File: src/rtl/bootrom_obi_arbiter.sv
// Two-port OBI arbiter in front of a single-ported boot ROM; illegal accesses are answered locally with an error.
// Optional macro BOOTROM_ARB_ROUND_ROBIN_EN switches tie-breaking from fixed priority to round-robin.
module bootrom_obi_arbiter #(
    parameter int Depth        = 42,
    parameter int DataWidth    = 32,
    parameter int AddressWidth = $clog2(Depth * 4)
) (
    input  logic                    clk_i,
    input  logic                    rst_ni,
    input  logic                    p0_req_i,
    input  logic [31:0]             p0_addr_i,
    input  logic                    p0_we_i,
    output logic                    p0_gnt_o,
    output logic                    p0_rvalid_o,
    output logic [DataWidth-1:0]    p0_rdata_o,
    output logic                    p0_err_o,
    input  logic                    p1_req_i,
    input  logic [31:0]             p1_addr_i,
    input  logic                    p1_we_i,
    output logic                    p1_gnt_o,
    output logic                    p1_rvalid_o,
    output logic [DataWidth-1:0]    p1_rdata_o,
    output logic                    p1_err_o,
    output logic                    bootrom_req_o,
    output logic [AddressWidth-1:0] bootrom_addr_o,
    input  logic [DataWidth-1:0]    bootrom_rdata_i
);

    // Writes, misaligned and out-of-range addresses must never reach the ROM.
    function automatic logic access_err(input logic we, input logic [31:0] addr);
        logic [31:0] word_idx;
        word_idx   = 32'(addr[AddressWidth-1:2]);
        access_err = we | (addr[1:0] != 2'b00) | (word_idx >= 32'(Depth))
                   | (addr[31:AddressWidth] != '0);
    endfunction

    logic        tie_pick1;
    logic        gnt0, gnt1, any_gnt;
    logic [31:0] sel_addr;
    logic        sel_we, sel_err;
    logic        resp_valid_q, resp_port_q, resp_err_q;

`ifdef BOOTROM_ARB_ROUND_ROBIN_EN
    logic last_q;

    // On a tie, serve the port that did not win the most recent grant.
    assign tie_pick1 = ~last_q;

    always_ff @(posedge clk_i or negedge rst_ni) begin
        if (!rst_ni) begin
            last_q <= 1'b1;
        end else if (any_gnt) begin
            last_q <= gnt1;
        end
    end
`else
    assign tie_pick1 = 1'b0;
`endif

    // Request stage: arbitration and classification, all combinational.
    assign gnt1    = rst_ni & p1_req_i & (~p0_req_i | tie_pick1);
    assign gnt0    = rst_ni & p0_req_i & (~p1_req_i | ~tie_pick1);
    assign any_gnt = gnt0 | gnt1;

    assign sel_addr = gnt1 ? p1_addr_i : p0_addr_i;
    assign sel_we   = gnt1 ? p1_we_i   : p0_we_i;
    assign sel_err  = access_err(sel_we, sel_addr);

    assign p0_gnt_o       = gnt0;
    assign p1_gnt_o       = gnt1;
    assign bootrom_req_o  = any_gnt & ~sel_err;
    assign bootrom_addr_o = bootrom_req_o ? sel_addr[AddressWidth-1:0] : '0;

    always_ff @(posedge clk_i or negedge rst_ni) begin
        if (!rst_ni) begin
            resp_valid_q <= 1'b0;
            resp_port_q  <= 1'b0;
            resp_err_q   <= 1'b0;
        end else begin
            resp_valid_q <= any_gnt;
            resp_port_q  <= gnt1;
            resp_err_q   <= any_gnt & sel_err;
        end
    end

    // Response stage: route ROM data or the error to the port granted last cycle.
    assign p0_rvalid_o = resp_valid_q & ~resp_port_q;
    assign p1_rvalid_o = resp_valid_q & resp_port_q;
    assign p0_err_o    = p0_rvalid_o & resp_err_q;
    assign p1_err_o    = p1_rvalid_o & resp_err_q;
    assign p0_rdata_o  = (p0_rvalid_o & ~resp_err_q) ? bootrom_rdata_i : '0;
    assign p1_rdata_o  = (p1_rvalid_o & ~resp_err_q) ? bootrom_rdata_i : '0;

endmodule

File: config.mk
export PLATFORM = sky130hd
export DESIGN_NAME = bootrom_obi_arbiter
export DESIGN_NICKNAME = d
export VERILOG_FILES = /design/src/rtl/bootrom_obi_arbiter.sv
export SDC_FILE = /design/constraint.sdc
export NUM_CORES = 1
export LEC_CHECK = 0
export ABC_AREA = 1
export ABC_CLOCK_PERIOD_IN_PS = 1800
export CORE_ASPECT_RATIO = 1.2
export CORE_MARGIN = 2
export CORE_UTILIZATION = 21
export DETAILED_ROUTE_END_ITERATION = 6
export GPL_TIMING_DRIVEN = 0
export PLACE_DENSITY = 0.88
export SYNTH_ARGS = -nofsm -noshare
export SYNTH_HDL_FRONTEND = slang
export SYNTH_SLANG_ARGS = --single-unit
File: constraint.sdc
create_clock -name clk_i -period 1.8 [get_ports clk_i]
set_input_delay 0.36 -clock clk_i [delete_from_list [all_inputs] [get_ports clk_i]]
set_output_delay 0.36 -clock clk_i [all_outputs]
set_load 0.05 [all_outputs]
# Word level (Yosys, flattened, before mapping)
# Index checks and enable logic that the tools add are counted.
# Widths: inputs -> output; s select.
[totals]
reg_bits = 3
inputBits = 102
output_inout_bits = 79
[op_classes]
order_cmp = 1
mux = 5
n_bitwise = 19
n_reduce_logical = 2
[op_table]
columns = ["operator", "count"]
rows = [
  ["$mux 32", 3],
  ["$reduce_bool 24->1", 1],
  ["$and 1x1->1", 11],
  ["$mux 8", 1],
  ["$ge 6x6->1 const B", 1],
  ["$not 1->1", 4],
  ["$or 1x1->1", 4],
  ["$reduce_bool 2->1", 1],
  ["$mux 1", 1],
]

# Logic depth before layout (Yosys ltp)
# Gate-level depths: netlist of the first run.
[depth]
ltp_word = 10
mapped_depth = 11

# Worst setup path before layout of the first run
# Ideal clock, no wire load.
[synth_timing]
kind = "reg-to-output"
start = "register resp_port_q"
end = "output p0_rdata_o[10]"
arrival_ps = 2222
path_slack_ps = -782
path_stages_with_launch = 5
path_cell_list = "dfrtp_1 > nor2_1 > nand2_1 > clkbuf_1 > nor2_1"
[synth_between]
elab_chain_cells = 4
[synth_lines]
columns = ["item", "line", "source"]
rows = [
  ["start: declaration", "41", "logic resp_valid_q, resp_port_q, resp_err_q;"],
  ["start signal: assignment", "81", "resp_port_q <= gnt1;"],
  ["$not 1->1", "87", "assign p0_rvalid_o = resp_valid_q & ~resp_port_q;"],
  ["$and 1x1->1", "87", ""],
  ["named net p0_rvalid_o", "14", "output logic p0_rvalid_o,"],
  ["$and 1x1->1", "91", "assign p0_rdata_o = (p0_rvalid_o & ~resp_err_q) ? bootrom_rdata_i : '0;"],
  ["$mux 32", "91", ""],
  ["end: declaration", "15", "output logic [DataWidth-1:0] p0_rdata_o,"],
]
# The timed path passes the listed nets, and every way through them passes these cells.

# Worst setup path after layout of the first run
[layout_timing]
start = "input rst_ni"
end = "output bootrom_addr_o[7]"
[layout_between]
elab_chain_cells = 10
[layout_lines]
columns = ["item", "line", "source"]
rows = [
  ["start: declaration", "9", "input logic rst_ni,"],
  ["parallel branches: the longest is 9 deep, another holds $ge 6x6->1", "n/a", ""],
  ["$mux 8 (*)", "72", "assign bootrom_addr_o = bootrom_req_o ? sel_addr[AddressWidth-1:0] : '0;"],
  ["end: declaration", "25", "output logic [AddressWidth-1:0] bootrom_addr_o,"],
]
# Mark *: on every way between the ends.

==> results_tabular.tex, run 1 <==
\begin{tabular}{lr}
\hline
Metric & Value \\
\hline
\multicolumn{2}{l}{\textbf{Worst setup path}} \\
\quad Critical path fanouts, max & 7 \\
\quad Type of element launching the critical path & input pin \\
\quad CP Data Arrival Time & 1.81 ns \\
\quad Worst Path Required & 1.44 ns \\
\quad Category of the critical setup timing path & input pin to output pin \\
\quad Crit. End Element & output pin \\
\multicolumn{2}{l}{\textbf{Die}} \\
\quad Top-Level Pins & 181 \\
\quad Core region area & 4590 sq um \\
\quad Floorplan die area & 5310 sq um \\
\quad Die Span X & 66.9 um \\
\quad Effective utilization at floorplan & 0.217 \\
\quad Cell row count & 27 \\
\quad Die Height & 79.4 um \\
\multicolumn{2}{l}{\textbf{Logic synthesis}} \\
\quad Proportion of synthesized area in mux cells & 0 \\
\quad Most numerous cell in the Yosys netlist & nor2\_1 \\
\quad Most area-consuming cells after synthesis & nor2\_1 (39\%), inv\_1 (18\%), nand2\_1 (13\%) \\
\quad Dominant combinational cell family by area after synthesis & simple AND/OR/NAND/NOR gates \\
\quad Proportion of netlist area held by the largest area contributor & 0.392 \\
\quad Compound-Gate Fraction of Synth Area & 0.0276 \\
\quad Flip-flop cell with the highest count after synthesis & dfrtp\_1 \\
\quad Share of synthesized area occupied by flip-flops and latches & 0.0754 \\
\quad Number of synthesized flops with an enable pin & 0 \\
\quad Area share of and/or/nand/nor cells after synthesis & 0.648 \\
\quad Post-synth cell types & 22 \\
\quad Post-Synthesis Cells & 224 \\
\quad Share of synthesized registers carrying an async set or reset & 1.00 \\
\quad Synthesized-area fraction occupied by xor and xnor cells & 0 \\
\quad Mapped Area & 996 sq um \\
\quad Adder-cell share of the synthesized area & 0 \\
\quad Flip-flop and latch count after synthesis & 3 \\
\quad Mean cell area of the mapped netlist & 4.45 sq um \\
\quad Most area-hungry cell type in the Yosys netlist & nor2\_1 \\
\quad Synth top cells by count & nor2\_1 (104), inv\_1 (49), nand2\_1 (34) \\
\quad Synthesis warning total & 0 \\
\multicolumn{2}{l}{\textbf{Clock network}} \\
\quad Clock slew at the register clock pins of the worst setup and hold paths & 0.03 ns \\
\quad Hold-fix buffer count after cts & 0 \\
\quad H-tree level count & 1 \\
\quad CTS Root Cell & clkbuf\_8 \\
\quad Total clock buffers created by CTS & 3 \\
\quad Max clock buf depth & 2 \\
\quad TritonCTS clock tree & yes \\
\quad Number of clock sinks & 3 \\
\multicolumn{2}{l}{\textbf{STA}} \\
\quad Final critical-path share of the clock period & 1.20 \\
\quad Final hold violation count & 0 \\
\quad Transition at the pin with the smallest max-transition slack & 0.511 ns \\
\quad Final Worst Setup Slack & -0.367 ns \\
\quad Setup repair after global routing missed its margin & yes \\
\quad Final setup viols & 9 \\
\quad Relative slew slack & 0.661 \\
\quad Fin. max-slew vios & 0 \\
\quad Final min period & 2.17 ns \\
\quad Max Freq & 461 MHz \\
\multicolumn{2}{l}{\textbf{Global routing}} \\
\quad Tot GR Track Use & 0.258 \\
\quad Overflow left after global routing & 0 \\
\quad Maximum number of pins on one net before global-route repair & 11 \\
\quad Initial antenna violation count & 1 \\
\quad Number of global-route vias before repair & 2,316 \\
\quad Wire length of the first global-routing pass & 10,700 um \\
\multicolumn{2}{l}{\textbf{Routing}} \\
\quad Number of DRC markers after the initial detailed-route iteration & 37 \\
\quad WL/cell & 14.5 um \\
\quad 1st-pass router iterations & 4 \\
\quad Via count of the routed design & 2,184 \\
\quad Remaining number of nets flagged by the antenna check after routing & 0 \\
\quad Number of vias per cell & 4.38 \\
\quad WL final & 7230 um \\
\quad Post-route DRC & 0 \\
\multicolumn{2}{l}{\textbf{Hold path}} \\
\quad Path category of the worst min-delay check & input pin to asynchronous set/reset pin \\
\multicolumn{2}{l}{\textbf{Power and ir drop}} \\
\quad Pwr per Cell Area & 290 nW/um\^{}2 \\
\quad Total leakage power & 1.94 nW \\
\quad Largest vdd supply drop & 0.220 mV \\
\multicolumn{2}{l}{\textbf{Final layout}} \\
\quad Syn-to-layout area delta & 304\% \\
\quad FF/Latch Area & 75.1 sq um \\
\quad NumNets Final & 543 \\
\quad Number of standard cells in the layout, taps in and fillers out & 499 \\
\quad Count of fill cells added during filler insertion & 255 \\
\quad Layout cells sized above 1 & 0.527 \\
\quad Multi-input logic area & 1330 sq um \\
\multicolumn{2}{l}{\textbf{Run status}} \\
\quad Failing checks & negative setup slack \\
\quad Result of the run & finished, violations left \\
\multicolumn{2}{l}{\textbf{Place}} \\
\quad Post-detail-place hpwl & 5110 um \\
\quad Buffers added on ports & 178 \\
\quad Post-place setup slack & -1.68 ns \\
\quad Final weighted congestion in routability-driven placement & 0.737 \\
\quad Placed Instances & 461 \\
\multicolumn{2}{l}{\textbf{Run}} \\
\quad Number of maximum-capacitance violations & 0 \\
\hline
\end{tabular}
critical path, stage by stage:
cell and delay (ns):
buf_12 0.10, nand2_8 0.05, nor2_4 0.21, buf_12 0.16, nand2_4 0.05, nand2_4 0.05
nand2_1 0.05, nand2_1 0.06, nand2_1 0.06, nand2_2 0.10, nand3_4 0.20, nor2_4 0.18
buf_8 0.16
flip-flops by register name, summed over array words and instances, names as in the netlist:
signal,count
resp_port_q,1
resp_err_q,1
resp_valid_q,1
final timing paths:
| path | start | end | slack, ns | cells after the start |
|---|---|---|---|---|
| max | rst_ni | bootrom_addr_o[7] | -0.37 | 13 |
| min | rst_ni | resp_err_q | 0.03 | 2 |
| max in group asynchronous | rst_ni | resp_port_q | 1.68 | 2 |
| min in group clk_i | p0_req_i | resp_port_q | 0.60 | 4 |
cell usage in the layout (no fill, tap or decap), types with 3 or more instances in the layout:
cell	netlist	layout
buf_12	0	5
buf_2	0	10
buf_4	2	37
buf_6	2	32
buf_8	0	24
clkbuf_16	0	7
clkbuf_2	0	8
clkbuf_8	0	3
clkdlybuf4s15_1	0	16
clkdlybuf4s50_1	0	38
dfrtp_1	3	3
dlygate4sd2_1	0	42
inv_1	49	44
nand2_1	34	23
nand2_2	4	9
nand2_4	0	3
nand2_8	0	3
nor2_1	104	29
nor2_2	1	8
nor2_4	1	69
cell type report:
| class | instances | share of cell area |
|---|---|---|
| multi-input cells | 163 | 0.329 |
| diodes | 1 | 0.000622 |
| clock buffers | 4 | 0.0112 |
| flip-flops and latches | 3 | 0.0187 |
| plain buffers | 10 | 0.0488 |
| well taps | 58 | 0.0180 |
| repair buffers | 211 | 0.525 |
| inverters | 49 | 0.0488 |
cells by family after synthesis:
family,Yosys count
compound gates,5
buf+inv,59
flops,3
other cells,1
simple gates,156
per-stage QoR:
stage | power, mW | hold slack [ns] | instance area [sq um] | TNS, ns | util
global route | 1.22 | 0.0325 | 4020 | -3.92 | 0.876
CTS | 1.09 | 0.0242 | 3730 | -3.41 | 0.812
detailed placement | 0.836 | 0.680 | 3470 | -43.36 | 0.755
global placement | 0.823 | 0.675 | 3470 | -41.80 | 0.755
floorplan | 0.494 | 0.0644 | 1610 | -1.16 | -
finish | 1.17 | 0.0297 | 4020 | -2.38 | 0.876
metal layers:
layer	GRT usage	up-vias	routed length, um
met5	0	-	0
met4	0.0653	0	160
met3	0.0874	18	738
met2	0.512	134	4120
met1	0.244	971	2210
li1	-	1061	-
power breakdown:
group | internal [mW] | switching, mW
Sequential | 0.0721 | 0.00271
Combinational | 0.413 | 0.472
Clock | 0.152 | 0.0541
Total | 0.637 | 0.529
repair_timing:
action                                  CTS  global route
gates resized for setup                 556           102
endpoints found under the setup margin   78            66
pin swaps                                70            49
buffers inserted                         23             4
cloned                                    4             4
Note: power is estimated with default switching activity, not from simulation.
==> run 2, diff against run 1 <==
==> constraint.sdc (replaced) <==
create_clock -name clk_i -period 1.8 [get_ports clk_i]
set_input_delay 0.45 -clock clk_i [delete_from_list [all_inputs] [get_ports clk_i]]
set_output_delay 0.45 -clock clk_i [all_outputs]
set_load 0.05 [all_outputs]
==> run 2 against run 1 <==
Effect of this change:
- the flow still finishes with violations (negative setup slack)
- fmax is 15% lower
- global-route usage is 3.6 points higher
- hold slack worse by 0.022 ns
- via count is 17% higher
- final cell count is 3.2% higher
- core utilization is 8.8 points higher
- routed wire length is 56% higher
- non-clock buffer count is 16 higher
==> results_tabular.tex, run 2 (synthesized netlist as in run 1, its figures left out) <==
\begin{tabular}{lr}
\hline
Metric & Value \\
\hline
\multicolumn{2}{l}{\textbf{STA}} \\
\quad Final hold violation count & 0 (unchanged) \\
\quad Final Worst Setup Slack & -0.751 ns (-0.384 ns) \\
\quad Final Hold Slack & 0.00819 ns (-0.0215 ns) \\
\quad Final setup viols & 70 (+61) \\
\quad Final min period & 2.55 ns (+0.384 ns) \\
\quad Max Freq & 392 MHz (-15\%) \\
\quad Setup repair after global routing missed its margin & yes \\
\quad Final critical-path share of the clock period & 1.42 (+0.213) \\
\quad Fin. max-slew vios & 0 (unchanged) \\
\multicolumn{2}{l}{\textbf{Routing}} \\
\quad Post-route DRC & 0 (unchanged) \\
\quad Number of DRC markers after the initial detailed-route iteration & 108 (+190\%) \\
\quad Via count of the routed design & 2,560 (+17\%) \\
\quad Number of vias per cell & 4.97 (+14\%) \\
\quad WL final & 11,300 um (+56\%) \\
\quad 1st-pass router iterations & 4 (unchanged) \\
\quad WL/cell & 21.9 um (+51\%) \\
\quad Remaining number of nets flagged by the antenna check after routing & 0 (unchanged) \\
\multicolumn{2}{l}{\textbf{Worst setup path}} \\
\quad Family of cells with the greatest summed delay on the critical path & simple AND/OR/NAND/NOR gates \\
\quad Type of element launching the critical path & input pin \\
\quad Maximum cell stage delay along the critical path & 0.26 ns (+0.05 ns) \\
\quad Cell at the slowest stage of the critical path & dlygate4sd2\_1 \\
\quad CP Data Arrival Time & 2.10 ns (+0.29 ns) \\
\quad Crit. End Element & output pin \\
\quad Count of cell instances traversed by the critical path & 11 (-2) \\
\quad Cell-by-cell listing of the critical path & dlygate4sd2\_1 -> nor2\_1 -> nand2\_1 -> nor2\_1 -> nand3\_1 -> nand2\_1 -> inv\_2 -> nor2\_4 -> nand3\_4 -> nor2\_4 -> buf\_8 \\
\quad Critical path fanouts, max & 7 (unchanged) \\
\quad Worst Path Required & 1.35 ns (-0.09 ns) \\
\quad Category of the critical setup timing path & input pin to output pin \\
\quad Start point of the critical path & p0\_addr\_i[11] \\
\quad CP bufs+invs & 3 (unchanged) \\
\multicolumn{2}{l}{\textbf{Final layout}} \\
\quad Commonest cells after routing, fill and taps aside & nor2\_4 (72), buf\_6 (54), inv\_1 (42), buf\_8 (41), clkdlybuf4s50\_1 (39) \\
\quad Syn-to-layout area delta & 345\% \\
\quad Util after Layout & 0.964 (+0.0880) \\
\quad NumNets Final & 559 (+2.9\%) \\
\quad Layout cells sized above 1 & 0.566 (+0.0385) \\
\quad Most frequent standard cell in the layout excluding fill and tap cells & nor2\_4 \\
\quad Regs by FF count & resp\_err\_q (1), resp\_port\_q (1), resp\_valid\_q (1) \\
\quad Count of fill cells added during filler insertion & 93 (-64\%) \\
\multicolumn{2}{l}{\textbf{Clock network}} \\
\quad Number of clock sinks & 3 (unchanged) \\
\quad Hold-fix buffer count after cts & 0 (unchanged) \\
\quad Clock slew at the register clock pins of the worst setup and hold paths & 0.03 ns (about the same) \\
\quad Max clock buf depth & 2 (unchanged) \\
\quad CTS Root Cell & clkbuf\_8 \\
\quad H-tree level count & 1 (unchanged) \\
\quad Total clock buffers created by CTS & 3 (unchanged) \\
\quad TritonCTS clock tree & yes \\
\multicolumn{2}{l}{\textbf{Die}} \\
\quad Die Height & 79.4 um (unchanged) \\
\quad Effective utilization at floorplan & 0.217 (unchanged) \\
\quad Core region area & 4590 sq um (unchanged) \\
\quad Die Span X & 66.9 um (unchanged) \\
\quad Floorplan die area & 5310 sq um (unchanged) \\
\quad Cell row count & 27 (unchanged) \\
\quad Top-Level Pins & 181 (unchanged) \\
\multicolumn{2}{l}{\textbf{Global routing}} \\
\quad Overflow left after global routing & 0 (unchanged) \\
\quad Initial antenna violation count & 2 (+1) \\
\quad Wire length of the first global-routing pass & 11,800 um (+11\%) \\
\quad Maximum number of pins on one net before global-route repair & 10 (-1) \\
\quad Tot GR Track Use & 0.294 (+0.0358) \\
\quad Number of global-route vias before repair & 2,493 (+7.6\%) \\
\multicolumn{2}{l}{\textbf{Power and ir drop}} \\
\quad Total leakage power & 2.06 nW (+5.7\%) \\
\quad Largest vdd supply drop & 0.225 mV (+2.0\%) \\
\quad Pwr per Cell Area & 285 nW/um\^{}2 (-1.7\%) \\
\quad Final Power & 1.26 mW (+8.1\%) \\
\multicolumn{2}{l}{\textbf{Hold path}} \\
\quad Path category of the worst min-delay check & input pin to asynchronous set/reset pin \\
\multicolumn{2}{l}{\textbf{Place}} \\
\quad Buffers added on ports & 178 (unchanged) \\
\quad Post-detail-place hpwl & 4970 um (-2.7\%) \\
\quad Final weighted congestion in routability-driven placement & 0.797 (+8.1\%) \\
\multicolumn{2}{l}{\textbf{Run}} \\
\quad Number of maximum-capacitance violations & 0 (unchanged) \\
\multicolumn{2}{l}{\textbf{Run status}} \\
\quad Failing checks & negative setup slack \\
\quad Result of the run & finished, violations left \\
\hline
\end{tabular}
run 2: cell types whose count changed in the layout (fill, tap and decap cells not counted), sizes merged:
| cell | before | now |
|---|---|---|
| buf | 109 | 131 |
| clkdlybuf4s15 | 16 | 20 |
| clkdlybuf4s50 | 38 | 39 |
| dlygate4sd2 | 42 | 37 |
| clkbuf | 20 | 14 |
run 2: cell type report:
class / instances / area, sq um / area share
inverters: 49 / 196 / 0.0444
diodes: 1 / 2.50 / 0.000565
multi-input cells: 163 / 1370 / 0.309
plain buffers: 6 / 100 / 0.0226
flip-flops and latches: 3 / 76.3 / 0.0172
repair buffers: 231 / 2560 / 0.579
well taps: 58 / 72.6 / 0.0164
clock buffers: 4 / 45.0 / 0.0102
run 2: where the power goes:
part	leakage, nW	internal [mW]	switching [mW]
Clock	0.0228	0.151	0.0493
Sequential	0.0368	0.0723	0.00487
Combinational	2.00	0.444	0.539
Total	2.06	0.667	0.593
run 2: routing by layer:
metal,share of wire,up-vias,global-route usage,routed length [um]
li1,-,1095,-,-
met1,0.29,1165,0.237,3320
met2,0.53,222,0.607,5970
met3,0.097,76,0.107,1090
met4,0.078,2,0.112,877
met5,0.00098,-,0,11
run 2: what timing repair did:
action,in CTS,in global routing
gates cloned,6,0
setup endpoints to repair,78,75
resized for setup,649,106
buffers inserted,29,20
pin swaps,73,57
run 2: worst max-delay path by stage:
stage                              endpoint  slack, ns
final                     bootrom_addr_o[6]      -0.75
after detailed placement  bootrom_addr_o[2]      -1.87
after CTS                 bootrom_addr_o[6]      -0.48
after global routing      bootrom_addr_o[6]      -0.80
after global placement    bootrom_addr_o[2]      -1.82
after floorplan           bootrom_addr_o[2]      -0.32
run 2: through the flow:
| stage | TNS [ns] | instance area (sq um) | instances | setup slack (ns) |
|---|---|---|---|---|
| after floorplan | -2.49 | 1660 | 225 | -0.322 |
| after global placement | -49.50 | 3520 | 461 | -1.82 |
| after detailed placement | -51.06 | 3520 | 461 | -1.87 |
| after CTS | -8.53 | 4120 | 500 | -0.484 |
| after global routing | -15.91 | 4430 | 514 | -0.798 |
| final | -13.59 | 4430 | 515 | -0.751 |
==> run 3, diff against run 2 <==
Settings changed: ABC_CLOCK_PERIOD_IN_PS 1800 to 3100, CORE_UTILIZATION 21 to 22, PLACE_DENSITY 0.88 to 0.91.
Clock period 1.8 ns to 3.1 ns, I/O delays scaled along.
==> run 3 against run 2 <==
Effect of this change:
- the flow now finishes without violations
- routed wire length down 51%
- core utilization down 24 points
- sequential power down 44%
- critical path type unchanged
==> results_tabular.tex, run 3 (synthesized netlist as in run 1, its figures left out) <==
\begin{tabular}{lr}
\hline
Metric & Value \\
\hline
\multicolumn{2}{l}{\textbf{Final layout}} \\
\quad Number of standard cells in the layout, taps in and fillers out & 471 (-8.5\%) \\
\quad Ant diodes & 0 (-1) \\
\quad Most frequent standard cell in the layout excluding fill and tap cells & clkdlybuf4s50\_1 \\
\quad FF/Latch Area & 75.1 sq um (-1.6\%) \\
\quad Commonest cells after routing, fill and taps aside & clkdlybuf4s50\_1 (123), nor2\_1 (94), inv\_1 (47), dlymetal6s2s\_1 (40), nand2\_1 (33) \\
\quad Syn-to-layout area delta & 214\% \\
\quad Regs by FF count & resp\_err\_q (1), resp\_port\_q (1), resp\_valid\_q (1) \\
\quad Layout cells sized above 1 & 0.120 (-0.445) \\
\quad Util after Layout & 0.727 (-0.237) \\
\quad NumNets Final & 518 (-7.3\%) \\
\quad Multi-input logic area & 749 sq um (-45\%) \\
\quad Count of fill cells added during filler insertion & 334 (+260\%) \\
\multicolumn{2}{l}{\textbf{Worst setup path}} \\
\quad Type of element launching the critical path & input pin \\
\quad Critical path fanouts, max & 7 (unchanged) \\
\quad Worst Path Required & 2.32 ns (+0.97 ns) \\
\quad CP Data Arrival Time & 2.28 ns (+0.18 ns) \\
\quad Crit. End Element & output pin \\
\quad Category of the critical setup timing path & input pin to output pin \\
\multicolumn{2}{l}{\textbf{Global routing}} \\
\quad Number of global-route vias before repair & 1,943 (-22\%) \\
\quad Overflow left after global routing & 0 (unchanged) \\
\quad Wire length of the first global-routing pass & 8150 um (-31\%) \\
\quad Maximum number of pins on one net before global-route repair & 11 (+1) \\
\quad Tot GR Track Use & 0.201 (-0.0927) \\
\quad Initial antenna violation count & 0 (-2) \\
\multicolumn{2}{l}{\textbf{Die}} \\
\quad Floorplan die area & 5080 sq um (-4.3\%) \\
\quad Die Height & 77.7 um (-2.2\%) \\
\quad Die Span X & 65.4 um (-2.2\%) \\
\quad Effective utilization at floorplan & 0.232 (+0.0152) \\
\quad Top-Level Pins & 181 (unchanged) \\
\quad Core region area & 4290 sq um (-6.5\%) \\
\quad Cell row count & 26 (-3.7\%) \\
\multicolumn{2}{l}{\textbf{Place}} \\
\quad Final weighted congestion in routability-driven placement & 0.807 (+1.3\%) \\
\quad Post-detail-place hpwl & 4590 um (-7.7\%) \\
\quad Buffers added on ports & 178 (unchanged) \\
\quad Post-place setup slack & -0.927 ns (+0.942 ns) \\
\quad Placed Instances & 459 (-0.43\%) \\
\multicolumn{2}{l}{\textbf{Routing}} \\
\quad Remaining number of nets flagged by the antenna check after routing & 0 (unchanged) \\
\quad WL final & 5500 um (-51\%) \\
\quad WL/cell & 11.7 um (-47\%) \\
\quad Number of vias per cell & 4.17 (-16\%) \\
\quad Via count of the routed design & 1,965 (-23\%) \\
\quad 1st-pass router iterations & 4 (unchanged) \\
\quad Post-route DRC & 0 (unchanged) \\
\quad Number of DRC markers after the initial detailed-route iteration & 57 (-47\%) \\
\multicolumn{2}{l}{\textbf{Clock network}} \\
\quad Hold-fix buffer count after cts & 0 (unchanged) \\
\quad Number of clock sinks & 3 (unchanged) \\
\quad TritonCTS clock tree & yes \\
\quad Clock slew at the register clock pins of the worst setup and hold paths & 0.03 ns (about the same) \\
\quad CTS Root Cell & clkbuf\_8 \\
\quad H-tree level count & 1 (unchanged) \\
\quad Max clock buf depth & 2 (unchanged) \\
\quad Total clock buffers created by CTS & 3 (unchanged) \\
\multicolumn{2}{l}{\textbf{Power and ir drop}} \\
\quad Largest vdd supply drop & 0.159 mV (-29\%) \\
\quad Pwr per Cell Area & 170 nW/um\^{}2 (-40\%) \\
\quad Total leakage power & 1.80 nW (-13\%) \\
\multicolumn{2}{l}{\textbf{STA}} \\
\quad Fin. max-slew vios & 0 (unchanged) \\
\quad Transition at the pin with the smallest max-transition slack & 0.541 ns \\
\quad Final critical-path share of the clock period & 0.984 \\
\quad Relative slew slack & 0.638 \\
\quad Final hold violation count & 0 (unchanged) \\
\quad Final min period & 3.05 ns \\
\quad Max Freq & 328 MHz \\
\quad Final setup viols & 0 (-100\%) \\
\quad Final Worst Setup Slack & 0.0489 ns (+0.800 ns) \\
\multicolumn{2}{l}{\textbf{Run}} \\
\quad Number of maximum-capacitance violations & 0 (unchanged) \\
\multicolumn{2}{l}{\textbf{Hold path}} \\
\quad Path category of the worst min-delay check & input pin to asynchronous set/reset pin \\
\multicolumn{2}{l}{\textbf{Run status}} \\
\quad Result of the run & completed \\
\hline
\end{tabular}
run 3: cell count changes in the layout (fill, tap and decap cells not counted), moves of 19 or more:
cell	delta
clkdlybuf4s15_1	-19
dlymetal6s2s_1	+40
clkdlybuf4s50_1	+84
buf_6	-45
nor2_4	-66
dlygate4sd2_1	-32
nor2_1	+65
buf_8	-40
run 3: what timing repair did:
item                                    CTS  global route
setup buffers                             4             4
pin swaps                                15            50
endpoints found under the setup margin    9             7
gates resized for setup                  81            55
run 3: worst max path at each step:
stage | startpoint | cells past startpoint | end | slack, ns
6_report | p1_addr_i[6] | 8 | bootrom_addr_o[6] | 0.05
5_1_grt | rst_ni | 12 | bootrom_addr_o[6] | -0.03
4_1_cts | p1_req_i | 13 | bootrom_addr_o[3] | 0.004
3_5_place_dp | rst_ni | 13 | bootrom_addr_o[6] | -0.93
3_3_place_gp | rst_ni | 13 | bootrom_addr_o[3] | -0.88
2_1_floorplan | p1_req_i | 11 | bootrom_addr_o[2] | 0.09
run 3: power by group:
group | total [mW] | leakage (nW) | switching, mW | internal (mW)
Clock | 0.113 | 0.0228 | 0.0250 | 0.0876
Combinational | 0.374 | 1.73 | 0.198 | 0.177
Sequential | 0.0430 | 0.0383 | 0.00117 | 0.0419
Total | 0.530 | 1.80 | 0.224 | 0.306
run 3: routing by layer:
layer / vias to the layer above / part of all wire / global-route usage / routed length (um)
met1: 841 / 0.33 / 0.164 / 1800
li1: 1006 / - / - / -
met5: - / 0 / 0 / 0
met2: 114 / 0.55 / 0.416 / 3030
met4: 0 / 0.010 / 0.0542 / 57
met3: 4 / 0.11 / 0.0826 / 621
run 3: layout make-up:
cell class	instances	share of cell area
tap	56	0.0224
timing repair buffer	186	0.621
buffer	10	0.0192
inverter	49	0.0589
sequential	3	0.0240
multi-input combinational	163	0.240
clock buffer	4	0.0144
run 3: critical path, stage by stage:
cell and delay, ns:
clkdlybuf4s50_1 0.40, or2_2 0.32, o21ai_4 0.07, nand2_1 0.09
nand2_2 0.11, nand3_4 0.19, nor2_4 0.17, buf_8 0.15
run 3: through the flow:
step	area, sq um	setup TNS [ns]	total power, mW	hold slack, ns
floorplan	1000	0	0.217	0.479
global placement	2850	-6.38	0.408	1.03
detailed placement	2850	-6.63	0.413	1.04
CTS	2980	0	0.535	0.378
global route	3120	-0.0961	0.568	0.351
finish	3120	0	0.530	0.365
